===== config.mk =====
export PLATFORM = sky130hd
export DESIGN_NAME = fetch_unit_flat
export DESIGN_NICKNAME = d
export VERILOG_FILES = /design/src/rtl/fetch_unit_if.sv /design/src/rtl/fetch_unit.sv /design/src/flat_wrapper.sv
export SDC_FILE = /design/constraint.sdc
export NUM_CORES = 1
export LEC_CHECK = 0
export ABC_AREA = 1
export CAP_MARGIN = 10
export CORE_MARGIN = 4
export CORE_UTILIZATION = 58
export CTS_BUF_LIST = sky130_fd_sc_hd__clkbuf_8
export CTS_CLUSTER_SIZE = 20
export DETAILED_ROUTE_END_ITERATION = 16
export GPL_TIMING_DRIVEN = 0
export PLACE_DENSITY = 0.93
export REMOVE_ABC_BUFFERS = 1
export SYNTH_ARGS = -nofsm -noshare
export SYNTH_HDL_FRONTEND = slang
export SYNTH_SLANG_ARGS = --single-unit

===== constraint.sdc =====
create_clock -name clk -period 5.7 [get_ports clk]
set_input_delay 0.57 -clock clk [delete_from_list [all_inputs] [get_ports clk]]
set_output_delay 0.57 -clock clk [all_outputs]
set_load 0.01 [all_outputs]

===== src/rtl/fetch_unit_if.sv =====
// Fetch unit channel bundle: instruction-memory request/response, redirect
// from branch resolution, and the decoded head-of-queue view for decode.
//   master : fetch_unit side (drives requests and the decode view)
//   slave  : environment side (memory, branch unit, decode)
interface fetch_unit_if;
  logic        imem_req_valid;
  logic        imem_req_ready;
  logic [31:0] imem_req_addr;
  logic        imem_rsp_valid;
  logic [31:0] imem_rsp_data;
  logic        redirect_valid;
  logic [31:0] redirect_pc;
  logic        id_valid;
  logic        id_ready;
  logic [31:0] id_pc;
  logic [31:0] id_instr;
  logic [6:0]  opcode;
  logic [2:0]  func3;
  logic [6:0]  func7;
  logic [4:0]  rd;
  logic [4:0]  rs1;
  logic [4:0]  rs2;

  modport master (
    output imem_req_valid, imem_req_addr,
    input  imem_req_ready, imem_rsp_valid, imem_rsp_data,
    input  redirect_valid, redirect_pc,
    output id_valid, id_pc, id_instr, opcode, func3, func7, rd, rs1, rs2,
    input  id_ready
  );

  modport slave (
    input  imem_req_valid, imem_req_addr,
    output imem_req_ready, imem_rsp_valid, imem_rsp_data,
    output redirect_valid, redirect_pc,
    input  id_valid, id_pc, id_instr, opcode, func3, func7, rd, rs1, rs2,
    output id_ready
  );
endinterface


===== src/rtl/fetch_unit.sv =====
// Instruction fetch stage. Owns the PC, issues word-aligned reads to
// instruction memory under a credit limit of DEPTH (outstanding + queued),
// buffers in-order responses in a DEPTH-entry queue tagged with their PC and
// presents the head to decode. A redirect flushes the queue and marks every
// in-flight request for dropping.
// Ports:
//   clk  - clock, rising edge
//   rst  - synchronous active-high reset
//   bus  - fetch_unit_if.master (imem req/rsp, redirect, decode view)
module fetch_unit #(
  parameter logic [31:0] RESET_PC = 32'h0000_0000,
  parameter int unsigned DEPTH    = 4
) (
  input  logic         clk,
  input  logic         rst,
  fetch_unit_if.master bus
);
  localparam int unsigned AW = $clog2(DEPTH);
  localparam int unsigned CW = $clog2(DEPTH + 1);
  localparam int unsigned SW = CW + 1;
  localparam logic [31:0] NOP = 32'h0000_0013;

  typedef struct packed {
    logic [31:0] pc;
    logic [31:0] instr;
  } entry_t;

  logic [31:0]   pc;
  logic [CW-1:0] outstanding;
  logic [CW-1:0] drop;
  logic [CW-1:0] count;
  logic [AW-1:0] q_rd, q_wr, t_rd, t_wr;
  entry_t        q_mem   [DEPTH];
  logic [31:0]   tag_mem [DEPTH];

  logic   credit_ok;
  logic   req_fire;
  logic   rsp_keep;
  logic   pop;
  entry_t head;
  logic   unused_redirect_lsb;

  // Issue credit from registered counters only; a same-cycle pop does not help.
  assign credit_ok = (SW'(outstanding) + SW'(count)) < SW'(DEPTH);

  assign bus.imem_req_valid = !rst && !bus.redirect_valid && credit_ok;
  assign bus.imem_req_addr  = pc;

  assign req_fire = bus.imem_req_valid && bus.imem_req_ready;
  assign rsp_keep = bus.imem_rsp_valid && (drop == '0);
  assign pop      = bus.id_valid && bus.id_ready;

  // Decode view of the queue head; NOP fields when empty.
  assign head         = q_mem[q_rd];
  assign bus.id_valid = (count != '0);
  assign bus.id_pc    = bus.id_valid ? head.pc : 32'h0;
  assign bus.id_instr = bus.id_valid ? head.instr : NOP;
  assign bus.opcode   = bus.id_instr[6:0];
  assign bus.func3    = bus.id_instr[14:12];
  assign bus.func7    = bus.id_instr[31:25];
  assign bus.rd       = bus.id_instr[11:7];
  assign bus.rs1      = bus.id_instr[19:15];
  assign bus.rs2      = bus.id_instr[24:20];

  assign unused_redirect_lsb = ^bus.redirect_pc[1:0];

  // PC, credit/drop counters and queue pointers.
  always_ff @(posedge clk) begin
    if (rst) begin
      pc          <= RESET_PC;
      outstanding <= '0;
      drop        <= '0;
      count       <= '0;
      q_rd        <= '0;
      q_wr        <= '0;
      t_rd        <= '0;
      t_wr        <= '0;
    end else if (bus.redirect_valid) begin
      pc          <= {bus.redirect_pc[31:2], 2'b00};
      // Every request still in flight, including ones already marked, is
      // dropped; a response landing this cycle is consumed as a drop here.
      outstanding <= outstanding - CW'(bus.imem_rsp_valid);
      drop        <= outstanding - CW'(bus.imem_rsp_valid);
      count       <= '0;
      q_rd        <= '0;
      q_wr        <= '0;
      t_rd        <= '0;
      t_wr        <= '0;
    end else begin
      if (req_fire) begin
        pc   <= pc + 32'd4;
        t_wr <= t_wr + AW'(1);
      end
      outstanding <= outstanding + CW'(req_fire) - CW'(bus.imem_rsp_valid);
      if (bus.imem_rsp_valid && (drop != '0)) begin
        drop <= drop - CW'(1);
      end
      if (rsp_keep) begin
        q_wr <= q_wr + AW'(1);
        t_rd <= t_rd + AW'(1);
      end
      if (pop) begin
        q_rd <= q_rd + AW'(1);
      end
      count <= count + CW'(rsp_keep) - CW'(pop);
    end
  end

  // Tag queue holds PCs of live (non-dropped) requests in issue order.
  always_ff @(posedge clk) begin
    if (!rst && !bus.redirect_valid) begin
      if (req_fire) begin
        tag_mem[t_wr] <= pc;
      end
      if (rsp_keep) begin
        q_mem[q_wr] <= {tag_mem[t_rd], bus.imem_rsp_data};
      end
    end
  end

  // Credit limit makes a push into a full queue without a pop impossible.
  always_ff @(posedge clk) begin
    if (!rst && !bus.redirect_valid) begin
      assert (!(rsp_keep && !pop && (count == CW'(DEPTH))))
        else $error("fetch_unit: instruction queue overflow");
    end
  end
endmodule


===== src/flat_wrapper.sv =====
// flat-port wrapper written by rule: the top's interface ports become plain ports
module fetch_unit_flat 
#(
  parameter logic [31:0] RESET_PC = 32'h0000_0000,
  parameter int unsigned DEPTH    = 4
)
  (clk, rst, bus_imem_req_valid, bus_imem_req_addr, bus_imem_req_ready, bus_imem_rsp_valid, bus_imem_rsp_data, bus_redirect_valid, bus_redirect_pc, bus_id_valid, bus_id_pc, bus_id_instr, bus_opcode, bus_func3, bus_func7, bus_rd, bus_rs1, bus_rs2, bus_id_ready);
  fetch_unit_if bus_i ();
  input  logic clk;
  input  logic rst;
  output wire logic [$bits(bus_i.imem_req_valid)-1:0] bus_imem_req_valid;
  output wire logic [$bits(bus_i.imem_req_addr)-1:0] bus_imem_req_addr;
  input wire logic [$bits(bus_i.imem_req_ready)-1:0] bus_imem_req_ready;
  input wire logic [$bits(bus_i.imem_rsp_valid)-1:0] bus_imem_rsp_valid;
  input wire logic [$bits(bus_i.imem_rsp_data)-1:0] bus_imem_rsp_data;
  input wire logic [$bits(bus_i.redirect_valid)-1:0] bus_redirect_valid;
  input wire logic [$bits(bus_i.redirect_pc)-1:0] bus_redirect_pc;
  output wire logic [$bits(bus_i.id_valid)-1:0] bus_id_valid;
  output wire logic [$bits(bus_i.id_pc)-1:0] bus_id_pc;
  output wire logic [$bits(bus_i.id_instr)-1:0] bus_id_instr;
  output wire logic [$bits(bus_i.opcode)-1:0] bus_opcode;
  output wire logic [$bits(bus_i.func3)-1:0] bus_func3;
  output wire logic [$bits(bus_i.func7)-1:0] bus_func7;
  output wire logic [$bits(bus_i.rd)-1:0] bus_rd;
  output wire logic [$bits(bus_i.rs1)-1:0] bus_rs1;
  output wire logic [$bits(bus_i.rs2)-1:0] bus_rs2;
  input wire logic [$bits(bus_i.id_ready)-1:0] bus_id_ready;
  assign bus_imem_req_valid = bus_i.imem_req_valid;
  assign bus_imem_req_addr = bus_i.imem_req_addr;
  assign bus_i.imem_req_ready = bus_imem_req_ready;
  assign bus_i.imem_rsp_valid = bus_imem_rsp_valid;
  assign bus_i.imem_rsp_data = bus_imem_rsp_data;
  assign bus_i.redirect_valid = bus_redirect_valid;
  assign bus_i.redirect_pc = bus_redirect_pc;
  assign bus_id_valid = bus_i.id_valid;
  assign bus_id_pc = bus_i.id_pc;
  assign bus_id_instr = bus_i.id_instr;
  assign bus_opcode = bus_i.opcode;
  assign bus_func3 = bus_i.func3;
  assign bus_func7 = bus_i.func7;
  assign bus_rd = bus_i.rd;
  assign bus_rs1 = bus_i.rs1;
  assign bus_rs2 = bus_i.rs2;
  assign bus_i.id_ready = bus_id_ready;
  fetch_unit #(.RESET_PC(RESET_PC), .DEPTH(DEPTH)) u_core (.clk(clk), .rst(rst), .bus(bus_i));
endmodule

==> flow_results.xml, run 1 <==
<?xml version="1.0" encoding="UTF-8"?>
<metrics>
  <group name="power">
    <metric name="combPwrFrac" unit="%">11.9</metric>
    <metric name="total_leakage_power" unit="µW">0.007399</metric>
    <metric name="cell_internal_pwr" unit="µW">5083</metric>
    <metric name="max-vdd-ir-drop" unit="µV">193.1</metric>
    <metric name="pwr-share-seq" unit="%">52.1</metric>
    <metric name="clockPowerShare" unit="%">36.0</metric>
    <metric name="switchingPower" unit="µW">1613</metric>
    <metric name="p_per_area" unit="nW/µm²">316.3</metric>
    <metric name="power.switching_fraction" unit="%">24.09</metric>
  </group>
  <group name="synthesis">
    <metric name="postSynthAreaPerCell" unit="µm²">11.13</metric>
    <metric name="async_reset_ff_share" unit="%">0</metric>
    <metric name="yosysSeqAreaShare" unit="%">68.23</metric>
    <metric name="mappedNetlistArea" unit="µm²">17690</metric>
    <metric name="synth_warnings" unit="">0</metric>
    <metric name="synth.ff_latch_count" unit="">419</metric>
    <metric name="netlist-cell-type-count" unit="">40</metric>
    <metric name="synth-edff-count" unit="">368</metric>
    <metric name="dominantRegCellSynth" unit="">sky130_fd_sc_hd__edfxtp_1</metric>
    <metric name="gate_count_after_technology_mapping" unit="">1590</metric>
  </group>
  <group name="run_status">
    <metric name="status" unit="">finished, final reports clean</metric>
  </group>
  <group name="finish">
    <metric name="layout-area-overhead-vs-synth" unit="%">19.65</metric>
    <metric name="final_net_count" unit="">1840</metric>
    <metric name="drive_above_1_share" unit="%">8.889</metric>
    <metric name="insertedDiodeCount" unit="">0</metric>
    <metric name="post_layout_nonfiller_instances" unit="">2190</metric>
  </group>
  <group name="die">
    <metric name="fp.dieH" unit="µm">182.7</metric>
    <metric name="area_of_the_core_region" unit="µm²">29870</metric>
    <metric name="die-area" unit="µm²">33360</metric>
    <metric name="rows" unit="">63</metric>
    <metric name="start_util" unit="%">59.22</metric>
    <metric name="floorplan.die.width" unit="µm">182.7</metric>
    <metric name="floorplan.io_pins" unit="">200</metric>
  </group>
  <group name="sta">
    <metric name="final.period_utilization" unit="%">70.22</metric>
    <metric name="fin_skew" unit="ns">0.02152</metric>
    <metric name="final_max_slew_viol_count" unit="">0</metric>
    <metric name="fmax" unit="GHz">0.2499</metric>
    <metric name="max-slew-margin-rel" unit="%">29.78</metric>
    <metric name="layout_setup_ws" unit="ns">1.698</metric>
    <metric name="final_hold_violations" unit="">0</metric>
    <metric name="timing_worst_slew_pin_value" unit="ns">1.053</metric>
    <metric name="finalSetupViolations" unit="">0</metric>
    <metric name="fin_crit" unit="ns">4.002</metric>
    <metric name="rsz0062_at_grt" unit="">false</metric>
  </group>
  <group name="clock_tree">
    <metric name="cts_buffers" unit="">61</metric>
    <metric name="cts_setup_buffers" unit="">0</metric>
    <metric name="clock-root-buffer" unit="">sky130_fd_sc_hd__clkbuf_8</metric>
    <metric name="cts_resized" unit="">0</metric>
    <metric name="clock_tree.buffer_depth" unit="">3</metric>
    <metric name="cts-hold-fix-buffers" unit="">0</metric>
    <metric name="clk-insertion-delay-late" unit="ns">0.60</metric>
    <metric name="htreeDepth" unit="">2</metric>
    <metric name="clock_tree_from_tritoncts" unit="">yes</metric>
    <metric name="cts.reportedPaths.clkPinSlew" unit="ns">0.07</metric>
    <metric name="tritoncts_num_sinks" unit="">419</metric>
  </group>
  <group name="grt">
    <metric name="largest_net_degree_at_the_start_of_global_routing" unit="">103</metric>
    <metric name="overall_overflow_remaining_after_global_route" unit="">0</metric>
    <metric name="grt_antenna_before_repair" unit="">0</metric>
    <metric name="grt_pass1_vias" unit="">12680</metric>
    <metric name="grt_pass1_wl" unit="µm">64060</metric>
    <metric name="grt_use_total" unit="%">23.85</metric>
  </group>
  <group name="place">
    <metric name="dp_cells" unit="">2075</metric>
    <metric name="number_of_buffers_inserted_by_port_buffering" unit="">193</metric>
    <metric name="pre_cts_ws" unit="ns">1.038</metric>
    <metric name="gp_routability_congestion" unit="">0.8350</metric>
    <metric name="dp.final_hpwl" unit="µm">24490</metric>
  </group>
  <group name="worst_setup_path">
    <metric name="cp_required" unit="ns">5.13</metric>
    <metric name="timing_worst_setup_path_type" unit="">flip-flop to primary output</metric>
    <metric name="worst_ep_arrival_time" unit="ns">3.43</metric>
    <metric name="worst-path-max-fanout" unit="">63</metric>
    <metric name="setup.worst_path.start_class" unit="">flip-flop</metric>
    <metric name="critical_path.endpoint_type" unit="">primary output</metric>
  </group>
  <group name="drt">
    <metric name="detailedRoute.firstIterationViolations" unit="">1141</metric>
    <metric name="route.antenna.remaining_nets" unit="">0</metric>
    <metric name="detail_route.first_pass.iterations" unit="">5</metric>
    <metric name="detail_route.wirelength" unit="µm">40560</metric>
    <metric name="vias_per_std_cell" unit="">5.717</metric>
    <metric name="overall_via_count_from_detail_route" unit="">12520</metric>
    <metric name="detail_route.drc_violations" unit="">0</metric>
    <metric name="drt-wirelength-per-cell" unit="µm">18.52</metric>
  </group>
  <group name="flow_run">
    <metric name="maxCapViolations" unit="">0</metric>
  </group>
  <group name="min_path">
    <metric name="hp-class" unit="">flip-flop to flip-flop</metric>
  </group>
</metrics>
==> power by group through the flow <==
stage | logic, µW | clock network (µW) | registers (µW)
2_1_floorplan | 335 | 0 | 3540
3_3_place_gp | 719 | 0 | 3550
3_5_place_dp | 793 | 0 | 3550
4_1_cts | 801 | 2430 | 3490
5_1_grt | 866 | 2590 | 3500
6_report | 797 | 2410 | 3490
==> layout make-up <==
class	count	area [µm²]
sequential	419	12080
timing repair buffer	209	2285
tap	390	488.0
multi-input combinational	970	4732
fill	1906	8706
clock inverter	44	287.8
clock buffer	70	963.4
inverter	88	332.8
==> stage by stage <==
stage	power, µW	hold WS, ns	instance area, µm²	TNS (ns)	util [%]
floorplan	3872	0.4356	17070	0	-
global placement	4273	0.4527	19490	-610.02	65.23
detailed placement	4343	0.4652	19910	0	66.64
CTS	6721	0.4857	21160	0	70.83
global route	6949	0.5151	21170	0	70.86
finish	6696	0.4895	21170	0	70.86
==> cell families after synthesis <==
family,Yosys count,share of synthesized area (%)
compound gates,335,10.28
simple gates,599,13.89
buf+inv,204,5.460
xor+xnor,11,0.5445
other cells,1,0.02120
fa+ha+maj,21,1.570
flops,419,68.23
==> Yosys cell counts (2+ instances only) <==
cell | n | area share, %
sky130_fd_sc_hd__nor2_1 | 378 | 8.0
sky130_fd_sc_hd__a21oi_2 | 14 | 0.69
sky130_fd_sc_hd__o21ai_1 | 2 | 0.057
sky130_fd_sc_hd__o21ai_0 | 200 | 5.7
sky130_fd_sc_hd__inv_1 | 78 | 1.7
sky130_fd_sc_hd__o22ai_1 | 30 | 1.1
sky130_fd_sc_hd__nand2_2 | 2 | 0.071
sky130_fd_sc_hd__nand3_1 | 39 | 1.1
sky130_fd_sc_hd__buf_2 | 10 | 0.28
sky130_fd_sc_hd__inv_2 | 3 | 0.064
sky130_fd_sc_hd__a22oi_2 | 4 | 0.28
sky130_fd_sc_hd__nand2_1 | 154 | 3.3
sky130_fd_sc_hd__xor2_1 | 6 | 0.30
sky130_fd_sc_hd__o21a_1 | 2 | 0.085
sky130_fd_sc_hd__ha_1 | 19 | 1.3
sky130_fd_sc_hd__o21bai_1 | 2 | 0.085
sky130_fd_sc_hd__nand3_2 | 15 | 0.85
sky130_fd_sc_hd__fa_1 | 2 | 0.23
sky130_fd_sc_hd__a21oi_1 | 77 | 2.2
sky130_fd_sc_hd__nor2_2 | 3 | 0.11
sky130_fd_sc_hd__clkbuf_1 | 56 | 1.2
sky130_fd_sc_hd__dfxtp_1 | 51 | 5.8
sky130_fd_sc_hd__buf_4 | 36 | 1.5
sky130_fd_sc_hd__o311ai_1 | 2 | 0.099
sky130_fd_sc_hd__buf_1 | 7 | 0.15
sky130_fd_sc_hd__xnor2_1 | 5 | 0.25
sky130_fd_sc_hd__buf_6 | 7 | 0.45
sky130_fd_sc_hd__clkinv_1 | 7 | 0.15
sky130_fd_sc_hd__edfxtp_1 | 368 | 62
==> state kept, by name, summed over array words and instances (netlist names), named ones only <==
| register | count |
|---|---|
| u_core.count | 3 |
| u_core.tag_mem | 120 |
| u_core.q_mem | 248 |
| u_core.t_wr | 2 |
| u_core.q_wr | 2 |
| u_core.bus.imem_req_addr | 30 |
| u_core.t_rd | 2 |
| u_core.outstanding | 3 |
| u_core.q_rd | 2 |
| u_core.drop | 3 |
==> routing by layer <==
metal | global-route usage, % | part of all wire, % | vias up
li1 | - | - | 5776
met1 | 30.29 | 38 | 5955
met2 | 42.08 | 50 | 692
met3 | 3.668 | 8.9 | 97
met4 | 7.986 | 2.5 | 0
met5 | 0 | 0 | -
==> layout by cell type, fill, tap and decap left out, types with 5 or more instances in the layout <==
master | Yosys | routed
sky130_fd_sc_hd__a21oi_1 | 77 | 77
sky130_fd_sc_hd__a21oi_2 | 14 | 14
sky130_fd_sc_hd__buf_12 | 0 | 7
sky130_fd_sc_hd__buf_16 | 0 | 7
sky130_fd_sc_hd__clkbuf_8 | 0 | 70
sky130_fd_sc_hd__clkdlybuf4s50_1 | 0 | 191
sky130_fd_sc_hd__clkinv_1 | 7 | 18
sky130_fd_sc_hd__clkinv_2 | 0 | 8
sky130_fd_sc_hd__dfxtp_1 | 51 | 48
sky130_fd_sc_hd__edfxtp_1 | 368 | 368
sky130_fd_sc_hd__ha_1 | 19 | 19
sky130_fd_sc_hd__inv_1 | 78 | 96
sky130_fd_sc_hd__nand2_1 | 154 | 154
sky130_fd_sc_hd__nand3_1 | 39 | 39
sky130_fd_sc_hd__nand3_2 | 15 | 15
sky130_fd_sc_hd__nor2_1 | 378 | 370
sky130_fd_sc_hd__nor2_4 | 0 | 8
sky130_fd_sc_hd__o21ai_0 | 200 | 200
sky130_fd_sc_hd__o22ai_1 | 30 | 30
sky130_fd_sc_hd__xnor2_1 | 5 | 5
sky130_fd_sc_hd__xor2_1 | 6 | 6
==> worst max-delay path, stage by stage (launching register included) <==
cell and delay, ns:
sky130_fd_sc_hd__dfxtp_4 0.89, sky130_fd_sc_hd__inv_2 0.54, sky130_fd_sc_hd__buf_12 0.33, sky130_fd_sc_hd__nor2_1 0.12, sky130_fd_sc_hd__o21ai_0 0.10, sky130_fd_sc_hd__a21oi_1 0.22
sky130_fd_sc_hd__clkdlybuf4s50_1 0.58
==> worst paths after layout <==
| check | startpoint | cells after the start | to | slack, ns |
|---|---|---|---|---|
| max | flip-flop | 6 | bus_id_pc[3] | 1.70 |
| min | u_core.q_rd[1]$_SDFFE_PP0P_ | 2 | u_core.q_rd[1]$_SDFFE_PP0P_ | 0.49 |
| max reg2reg | u_core.drop[0]$_SDFFE_PP0P_ | 10 | u_core.q_mem[3][31]$_DFFE_PP_ | 2.86 |
| min reg2reg | u_core.q_rd[1]$_SDFFE_PP0P_ | 2 | u_core.q_rd[1]$_SDFFE_PP0P_ | 0.49 |
Note: power is estimated with default switching activity, not from simulation.
==> inputs of run 2 (changes only) <==
--- a/config.mk
+++ b/config.mk
@@ -8,12 +8,12 @@
 export ABC_AREA = 1
 export CAP_MARGIN = 10
 export CORE_MARGIN = 4
-export CORE_UTILIZATION = 58
+export CORE_UTILIZATION = 53
 export CTS_BUF_LIST = sky130_fd_sc_hd__clkbuf_8
 export CTS_CLUSTER_SIZE = 20
 export DETAILED_ROUTE_END_ITERATION = 16
 export GPL_TIMING_DRIVEN = 0
-export PLACE_DENSITY = 0.93
+export PLACE_DENSITY = 0.9
 export REMOVE_ABC_BUFFERS = 1
 export SYNTH_ARGS = -nofsm -noshare
 export SYNTH_HDL_FRONTEND = slang
==> constraint.sdc (replaced) <==
create_clock -name clk -period 3.5 [get_ports clk]
set_input_delay 0.35 -clock clk [delete_from_list [all_inputs] [get_ports clk]]
set_output_delay 0.35 -clock clk [all_outputs]
set_load 0.01 [all_outputs]
==> flow_results.xml, run 2 (same netlist as run 1, synthesis figures left out) <==
<?xml version="1.0" encoding="UTF-8"?>
<metrics>
  <group name="clock_tree">
    <metric name="clock_tree.buffer_depth" unit="">3</metric>
    <metric name="tritoncts_num_sinks" unit="">419</metric>
    <metric name="clock-root-buffer" unit="">sky130_fd_sc_hd__clkbuf_8</metric>
    <metric name="clk-insertion-delay-late" unit="ns">0.60</metric>
    <metric name="htreeDepth" unit="">2</metric>
    <metric name="cts.reportedPaths.clkPinSlew" unit="ns">0.07</metric>
    <metric name="cts_buffers" unit="">61</metric>
    <metric name="clock_tree_from_tritoncts" unit="">yes</metric>
  </group>
  <group name="drt">
    <metric name="detailedRoute.firstIterationViolations" unit="">937</metric>
    <metric name="detail_route.drc_violations" unit="">0</metric>
    <metric name="vias_per_std_cell" unit="">5.525</metric>
    <metric name="overall_via_count_from_detail_route" unit="">12390</metric>
    <metric name="detail_route.first_pass.iterations" unit="">5</metric>
    <metric name="drt-wirelength-per-cell" unit="µm">18.36</metric>
    <metric name="route.antenna.remaining_nets" unit="">0</metric>
    <metric name="detail_route.wirelength" unit="µm">41180</metric>
  </group>
  <group name="finish">
    <metric name="fillerInstances" unit="">2308</metric>
    <metric name="layout_commonest_cell" unit="">sky130_fd_sc_hd__nor2_1</metric>
    <metric name="post_layout_nonfiller_instances" unit="">2243</metric>
    <metric name="multi_input_area" unit="µm²">4732</metric>
    <metric name="max_flop_register" unit="">u_core.q_mem</metric>
    <metric name="final_core_utilization" unit="%">65.06</metric>
    <metric name="sequential_cell_area" unit="µm²">12080</metric>
    <metric name="insertedDiodeCount" unit="">0</metric>
    <metric name="largest_register_ffs" unit="">248</metric>
    <metric name="most-common-layout-cells" unit="">sky130_fd_sc_hd__nor2_1, sky130_fd_sc_hd__edfxtp_1, sky130_fd_sc_hd__o21ai_0</metric>
    <metric name="final_net_count" unit="">1847</metric>
    <metric name="drive_above_1_share" unit="%">9.051</metric>
    <metric name="layout-area-overhead-vs-synth" unit="%">20.25</metric>
  </group>
  <group name="die">
    <metric name="start_util" unit="%">54.10</metric>
    <metric name="die-area" unit="µm²">36370</metric>
    <metric name="fp.dieH" unit="µm">190.7</metric>
    <metric name="floorplan.die.width" unit="µm">190.7</metric>
    <metric name="area_of_the_core_region" unit="µm²">32700</metric>
    <metric name="rows" unit="">66</metric>
    <metric name="floorplan.io_pins" unit="">200</metric>
  </group>
  <group name="sta">
    <metric name="final.period_utilization" unit="%">94.16</metric>
    <metric name="rsz0062_at_grt" unit="">false</metric>
    <metric name="fmax" unit="GHz">0.3034</metric>
    <metric name="tns" unit="ns">0</metric>
    <metric name="finalSetupViolations" unit="">0</metric>
    <metric name="max-slew-margin-rel" unit="%">28.12</metric>
    <metric name="layout_setup_ws" unit="ns">0.2045</metric>
    <metric name="fin_skew" unit="ns">0.01420</metric>
    <metric name="final_max_slew_viol_count" unit="">0</metric>
    <metric name="final_hold_violations" unit="">0</metric>
    <metric name="fin_crit" unit="ns">3.296</metric>
    <metric name="timing_worst_slew_pin_value" unit="ns">1.077</metric>
  </group>
  <group name="run_status">
    <metric name="status" unit="">finished, final reports clean</metric>
  </group>
  <group name="place">
    <metric name="number_of_buffers_inserted_by_port_buffering" unit="">193</metric>
    <metric name="gp_routability_congestion" unit="">0.8539</metric>
    <metric name="dp.final_hpwl" unit="µm">25180</metric>
    <metric name="pre_cts_ws" unit="ns">-0.2769</metric>
    <metric name="dp_cells" unit="">2130</metric>
  </group>
  <group name="worst_setup_path">
    <metric name="critical_path.endpoint_type" unit="">primary output</metric>
    <metric name="setup.reg_to_reg.worst_slack" unit="ns">0.50</metric>
    <metric name="setup.worst_path.start_class" unit="">flip-flop</metric>
    <metric name="worst-path-max-fanout" unit="">71</metric>
    <metric name="cp_required" unit="ns">3.15</metric>
    <metric name="timing_worst_setup_path_type" unit="">flip-flop to primary output</metric>
    <metric name="worst_ep_arrival_time" unit="ns">2.95</metric>
  </group>
  <group name="min_path">
    <metric name="hp-class" unit="">primary input to flip-flop</metric>
  </group>
  <group name="grt">
    <metric name="overall_overflow_remaining_after_global_route" unit="">0</metric>
    <metric name="grt_use_total" unit="%">21.62</metric>
    <metric name="grt_pass1_vias" unit="">12290</metric>
    <metric name="grt_pass1_wl" unit="µm">62680</metric>
    <metric name="grt_antenna_before_repair" unit="">0</metric>
    <metric name="largest_net_degree_at_the_start_of_global_routing" unit="">72</metric>
  </group>
  <group name="power">
    <metric name="max-vdd-ir-drop" unit="µV">269.4</metric>
    <metric name="p_per_area" unit="nW/µm²">498.3</metric>
    <metric name="total_leakage_power" unit="µW">0.007408</metric>
    <metric name="power.total" unit="µW">10600</metric>
  </group>
  <group name="flow_run">
    <metric name="maxCapViolations" unit="">0</metric>
  </group>
</metrics>
-- run 2: cell types whose count changed in the layout (fill, tap and decap cells not counted), moves of 2 or more --
| cell | change |
|---|---|
| sky130_fd_sc_hd__buf_12 | +5 |
| sky130_fd_sc_hd__bufinv_16 | -3 |
| sky130_fd_sc_hd__clkbuf_8 | -2 |
| sky130_fd_sc_hd__inv_1 | -2 |
-- run 2: power breakdown --
group / switching, µW / internal, µW / total [µW]
logic: 717 / 612 / 1330
clock network: 1760 / 1840 / 3600
registers: 113 / 5560 / 5670
-- run 2: worst max-delay path, stage by stage (launching register included) --
cell and delay (ns):
sky130_fd_sc_hd__dfxtp_4 0.61, sky130_fd_sc_hd__buf_16 0.33, sky130_fd_sc_hd__inv_8 0.16, sky130_fd_sc_hd__bufbuf_16 0.36
sky130_fd_sc_hd__o21ai_0 0.22, sky130_fd_sc_hd__a21oi_1 0.09, sky130_fd_sc_hd__clkdlybuf4s50_1 0.53
-- run 2: routing by layer --
layer	up-vias	GRT usage [%]	part of all wire (%)
met2	600	38.13	50
met3	74	4.083	8.5
met5	-	0	0
li1	5785	-	-
met1	5933	27.41	39
met4	0	6.215	2.2
-- run 2: repair_timing --
item | in CTS | in global routing
pin swaps | 0 | 0
gates cloned | 1 | 0
resized for setup | 1 | 1
endpoints found under the setup margin | 63 | 53
buffers inserted | 1 | 2
hold buffers | 0 | 0
-- run 2: final timing paths --
| check | cells past startpoint | endpoint | from |
|---|---|---|---|
| min | 2 | u_core.bus.imem_req_addr[14]$_SDFFE_PP0P_ | rst |
| max | 6 | bus_id_pc[28] | flip-flop |
| max reg2reg | 7 | u_core.tag_mem[1][5]$_DFFE_PP_ | u_core.count[2]$_SDFF_PP0_ |
| min reg2reg | 2 | flip-flop | u_core.q_rd[1]$_SDFFE_PP0P_ |
-- run 2: layout make-up --
type / instances / area share (%)
tap: 442 / 2.599
clock buffer: 68 / 4.399
sequential: 419 / 56.78
timing repair buffer: 216 / 11.46
inverter: 88 / 1.588
clock inverter: 40 / 0.9351
multi-input combinational: 970 / 22.24
-- run 2: stage by stage --
stage,hold slack (ns),instance area [µm²]
finish,0.3386,21280
global route,0.3374,21280
CTS,0.2791,21220
detailed placement,0.4800,20030
global placement,0.4533,19550
floorplan,0.4124,17070
